--- src/rtl/idecode_stage.sv ---
// RV32I decode stage: field/immediate decode, 32x32 register file with write-through
// bypass, load-use hazard detection and the ID/EX pipeline register.
module idecode_stage (
  input  logic        clk_i,
  input  logic        rst_i,
  input  logic [31:0] ir_i,
  input  logic        stall_v_i,
  input  logic        flush_v_i,
  input  logic        wb_w_v_i,
  input  logic [4:0]  wb_rd_i,
  input  logic [31:0] wb_data_i,
  output logic        stall_v_o,
  output logic        valid_o,
  output logic [6:0]  opcode_o,
  output logic [2:0]  funct3_o,
  output logic        funct7b5_o,
  output logic [4:0]  rd_o,
  output logic [31:0] rs1_data_o,
  output logic [31:0] rs2_data_o,
  output logic [31:0] imm_o,
  output logic        illegal_o
);

  localparam logic [6:0] OP_R      = 7'b0110011;
  localparam logic [6:0] OP_IMM    = 7'b0010011;
  localparam logic [6:0] OP_LOAD   = 7'b0000011;
  localparam logic [6:0] OP_JALR   = 7'b1100111;
  localparam logic [6:0] OP_STORE  = 7'b0100011;
  localparam logic [6:0] OP_BRANCH = 7'b1100011;
  localparam logic [6:0] OP_LUI    = 7'b0110111;
  localparam logic [6:0] OP_AUIPC  = 7'b0010111;
  localparam logic [6:0] OP_JAL    = 7'b1101111;

  logic [6:0]  dec_opcode;
  logic [4:0]  rs1_addr, rs2_addr, dec_rd;
  logic        dec_valid, dec_illegal;
  logic        uses_rs1, uses_rs2, writes_rd;
  logic [31:0] dec_imm;
  logic [31:0] rs1_val, rs2_val;
  logic        hazard;
  logic [31:0] rf [32];

  assign dec_opcode = ir_i[6:0];
  assign rs1_addr   = ir_i[19:15];
  assign rs2_addr   = ir_i[24:20];
  assign dec_valid  = (ir_i != 32'h0);

  always_comb begin
    dec_imm     = '0;
    dec_illegal = 1'b0;
    uses_rs1    = 1'b0;
    uses_rs2    = 1'b0;
    writes_rd   = 1'b0;
    case (dec_opcode)
      OP_R: begin
        uses_rs1  = 1'b1;
        uses_rs2  = 1'b1;
        writes_rd = 1'b1;
      end
      OP_IMM, OP_LOAD, OP_JALR: begin
        dec_imm   = {{20{ir_i[31]}}, ir_i[31:20]};
        uses_rs1  = 1'b1;
        writes_rd = 1'b1;
      end
      OP_STORE: begin
        dec_imm  = {{20{ir_i[31]}}, ir_i[31:25], ir_i[11:7]};
        uses_rs1 = 1'b1;
        uses_rs2 = 1'b1;
      end
      OP_BRANCH: begin
        dec_imm  = {{19{ir_i[31]}}, ir_i[31], ir_i[7], ir_i[30:25], ir_i[11:8], 1'b0};
        uses_rs1 = 1'b1;
        uses_rs2 = 1'b1;
      end
      OP_LUI, OP_AUIPC: begin
        dec_imm   = {ir_i[31:12], 12'h0};
        writes_rd = 1'b1;
      end
      OP_JAL: begin
        dec_imm   = {{11{ir_i[31]}}, ir_i[31], ir_i[19:12], ir_i[20], ir_i[30:21], 1'b0};
        writes_rd = 1'b1;
      end
      // The all-zero bubble also lands here and must not be flagged.
      default: dec_illegal = dec_valid;
    endcase
  end

  assign dec_rd = writes_rd ? ir_i[11:7] : 5'd0;

  // Register file; x0 is never written and always reads as zero.
  always_ff @(posedge clk_i or negedge rst_i) begin
    if (!rst_i) begin
      for (int i = 0; i < 32; i++) rf[i] <= '0;
    end else if (wb_w_v_i && (wb_rd_i != 5'd0)) begin
      rf[wb_rd_i] <= wb_data_i;
    end
  end

  always_comb begin
    rs1_val = rf[rs1_addr];
    rs2_val = rf[rs2_addr];
    if (wb_w_v_i && (wb_rd_i == rs1_addr)) rs1_val = wb_data_i;
    if (wb_w_v_i && (wb_rd_i == rs2_addr)) rs2_val = wb_data_i;
    if (rs1_addr == 5'd0) rs1_val = '0;
    if (rs2_addr == 5'd0) rs2_val = '0;
  end

  assign hazard = valid_o && (opcode_o == OP_LOAD) && (rd_o != 5'd0) &&
                  ((uses_rs1 && (rs1_addr == rd_o)) || (uses_rs2 && (rs2_addr == rd_o)));

  // Handshake with fetch: stall_v_o is the inverse of ready. ir_i is consumed on a
  // rising edge only when stall_v_o is low; while high, fetch must hold ir_i stable.
  assign stall_v_o = stall_v_i | (hazard & ~flush_v_i);

  always_ff @(posedge clk_i or negedge rst_i) begin
    if (!rst_i) begin
      valid_o    <= 1'b0;
      illegal_o  <= 1'b0;
      opcode_o   <= '0;
      funct3_o   <= '0;
      funct7b5_o <= 1'b0;
      rd_o       <= '0;
      rs1_data_o <= '0;
      rs2_data_o <= '0;
      imm_o      <= '0;
    end else if (flush_v_i || (!stall_v_i && hazard)) begin
      // Flush and hazard bubble both leave a fully zeroed, invalid slot.
      valid_o    <= 1'b0;
      illegal_o  <= 1'b0;
      opcode_o   <= '0;
      funct3_o   <= '0;
      funct7b5_o <= 1'b0;
      rd_o       <= '0;
      rs1_data_o <= '0;
      rs2_data_o <= '0;
      imm_o      <= '0;
    end else if (!stall_v_i) begin
      valid_o    <= dec_valid;
      illegal_o  <= dec_illegal;
      opcode_o   <= dec_opcode;
      funct3_o   <= ir_i[14:12];
      funct7b5_o <= ir_i[30];
      rd_o       <= dec_rd;
      rs1_data_o <= rs1_val;
      rs2_data_o <= rs2_val;
      imm_o      <= dec_imm;
    end
  end

endmodule

--- config.mk ---
export PLATFORM = sky130hd
export DESIGN_NAME = idecode_stage
export DESIGN_NICKNAME = d
export VERILOG_FILES = /design/src/rtl/idecode_stage.sv
export SDC_FILE = /design/constraint.sdc
export NUM_CORES = 2
export LEC_CHECK = 0
export CAP_MARGIN = 20
export CORE_AREA = 2 2 476 478
export DETAILED_ROUTE_END_ITERATION = 6
export DIE_AREA = 0 0 478 480
export GPL_TIMING_DRIVEN = 1
export SYNTH_ARGS = -nofsm -noshare
export SYNTH_HDL_FRONTEND = slang
export SYNTH_SLANG_ARGS = --single-unit
--- constraint.sdc ---
create_clock -name clk_i -period 4.8 [get_ports clk_i]
set_input_delay 1.44 -clock clk_i [delete_from_list [all_inputs] [get_ports clk_i]]
set_output_delay 1.44 -clock clk_i [all_outputs]
set_load 0.005 [all_outputs]
==> metrics.cfg <==
[synth]
post_synth_num_cell_types=63
synth_edf_count=0
yosysTopAreaCell=dfrtp_1
synth-seq-cells=1138
synth_area_per_cell_sq_um=13.5
synthDominantCellAreaShare_pct=47.3
yosysWarningCount=0
netlist_top_cells_area=dfrtp_1 (47%), mux2_2 (20%), mux4_2 (11%)
mappedNetlistArea_sq_um=60200
asyncSetResetFlopFracSynth_pct=100
syn_inst=4451
synth.yosys.seq_area_share_pct=47.3
synth_top_flop_cell=dfrtp_1
total_nets_after_synthesis=4525

[power]
vdd.ir_drop.worst_mv=0.280
power_switching_mw=7.61
p_sw_share_pct=27.7
seq_power_share_pct=45.9
intPower_mw=19.8
cellPowerDensity_nw_per_um2=389
static-leakage-power_nw=30.3
share_comb_of_total_power_pct=19.4
pwr-share-clk_pct=34.7

[cells_and_area]
synthToLayoutAreaGrowth_pct=17.1
nets=4546
most_common_cell_after_layout_fill_and_taps_aside=dfrtp_1
postLayoutCellArea_sq_um=70500
mostFrequentLayoutCells=dfrtp_1 (1138), mux2_2 (1078), mux2i_1 (404)
final_layout_size_suffix_gt1_share_pct=40.1
post_layout_nonfiller_instances=7564

[sta]
clock.fmax_ghz=0.218
finalMaxSlewViolations=0
rsz0062_at_grt=no
final-hold-violation-count=0
setup_violations=0
post-route-period-util_pct=95.7
fin_worst_skew_ns=0.0542
finalCriticalPeriod_ns=4.60
actual_slew_at_the_worst_max_slew_pin_ns=1.12
slew_headroom_pct=24.9
whs_ns=0.391

[placement]
finalWeightedCongestion=0.863
detailed_place.area_sq_um=65900
numPortBuffers=188
dp_hpwl_um=120000
dpl.cell_count=7321

[detailed_routing]
antenna_left=0
routed-via-count=41023
detailedRoute.firstIterationViolations=4089
drt-vias-per-instance=5.42
postRouteWirelength_um=206000
dr.pass1.iters=5
avgRoutedWirePerCell_um=27.3
post-route-drc-count=0

[clock_network]
cts_tree=built
max-clock-path-buffers=3
tritoncts.num_buffers=114
tritoncts_num_sinks=1138
worstSkewPairLatency_ns=0.77
clk_transition_reported_paths_ns=0.06
cts_root_buf=clkbuf_16
clock_tree.htree_level_count=3

[global_route]
initial_antenna_violation_count=11
gr-usage-all-layers_pct=17.6
number_of_global_route_vias_before_repair=41897
gr-total-overflow=0
grt_first_pass_wirelength_um=302000
grt_start_max_net_pins=115

[run_status]
outcome=completed

[floorplan]
initial_utilization_pct=26.9
floorplan.die_area_sq_um=229000
std_cell_rows=174
fp.dieW_um=478
io_pins=189
die_h_um=480
core-area_sq_um=224000

[setup_path]
cp.required_ns=3.36
critical_path.endpoint_type=output pin
timing_worst_setup_path_type=input port to output pin
critPathMaxFanout=2
worstPathArrival_ns=3.16
critical_path.startpoint_type=input port

[job]
drv_cap=0

[min_path]
worst_hold_path_type=register to register

[cell usage after synthesis, types with 39 or more instances]
master     instances
dfrtp_1         1138
mux2_2          1078
mux2i_1          404
clkbuf_1         293
mux4_2           281
nand2_1          189
nor2_1           133
buf_2            106
a22oi_1          101
o2111ai_1         62
a21oi_1           60
buf_1             59
a221o_1           39
a221oi_1          39
[metrics by stage]
stage	setup TNS [ns]	util, %	power (mW)	setup WS [ns]
after CTS	0	31.2	27.5	0.00181
final	0	31.5	27.4	0.204
after global routing	0	31.5	28.6	0.111
after floorplan	0	-	16.1	0.674
after global placement	-0.350	29.4	17.7	-0.350
after detailed placement	-0.360	29.4	18.0	-0.360
[power groups by stage]
stage | Combinational, mW | Clock, mW | Sequential [mW]
after floorplan | 3.89 | 0 | 12.3
after global placement | 5.14 | 0 | 12.6
after detailed placement | 5.27 | 0 | 12.7
after CTS | 5.29 | 9.66 | 12.5
after global routing | 5.74 | 10.1 | 12.8
final | 5.33 | 9.51 | 12.6
[path summary, 6_finish.rpt]
| path | endpoint | cells past startpoint | start | slack (ns) |
|---|---|---|---|---|
| max in group asynchronous | rs1_data_o[13] | 2 | rst_i | 2.94 |
| min in group asynchronous | rf[615] | 1 | rst_i | 0.72 |
| worst min register to register | rf[1022] | 0 | rf[1022] | 0.39 |
| worst min-delay path | rf[1022] | 0 | rf[1022] | 0.39 |
| worst max-delay path | stall_v_o | 7 | ir_i[3] | 0.20 |
| worst max register to register | rs1_data_o[30] | 7 | opcode_o[2] | 2.03 |
[per-layer routing]
layer  vias to the layer above  share of wire [%]  GRT usage [%]
li1                      16942                  -              -
met5                         -             0.0063              0
met4                         2                3.4           5.80
met3                       360                7.0           3.26
met1                     22029                 43           23.7
met2                      1690                 47           28.5
[layout make-up]
class	count	area (sq um)
diodes	3	7.51
clock buffers	172	3480
clock inverters	41	498
fillers	22060	154000
inverters	16	60.1
multi-input cells	2814	29800
flip-flops and latches	1138	28500
well taps	2992	3740
repair buffers	388	4370
[what timing repair did]
item	in CTS	in global routing
setup buffers	1	2
pin swaps	3	4
setup endpoints to repair	1	1
hold buffers	0	0
resized for setup	7	1
hold endpoints to repair	0	0
[sequential cells by signal, summed over array words and instances (netlist names)]
| name | count |
|---|---|
| valid_o | 1 |
| funct7b5_o | 1 |
| funct3_o | 3 |
| rd_o | 5 |
| illegal_o | 1 |
| opcode_o | 7 |
| imm_o | 32 |
| rs2_data_o | 32 |
| rs1_data_o | 32 |
| rf | 1024 |
[worst max-delay path, stage by stage]
cell,delay (ns)
clkdlybuf4s50_1,0.43
nor2_2,0.13
nand4_1,0.19
a2111oi_4,0.45
o2111ai_2,0.20
o21ai_1,0.16
dlymetal6s2s_1,0.15
[cells by family (layout without fill, tap and decap cells)]
family | after synthesis | after routing | share of synthesized area, %
xor gates and xnor gates | 20 | 20 | 0.291
DFF | 1138 | 1138 | 47.3
muxes | 1783 | 1783 | 38.3
buffers and inverters | 499 | 617 | 3.64
AOI/OAI and AO/OA | 515 | 515 | 6.68
other | 0 | 3 | 0
and+or+nand+nor | 496 | 496 | 3.82
No activity file was read; power rests on OpenSTA's default activity.
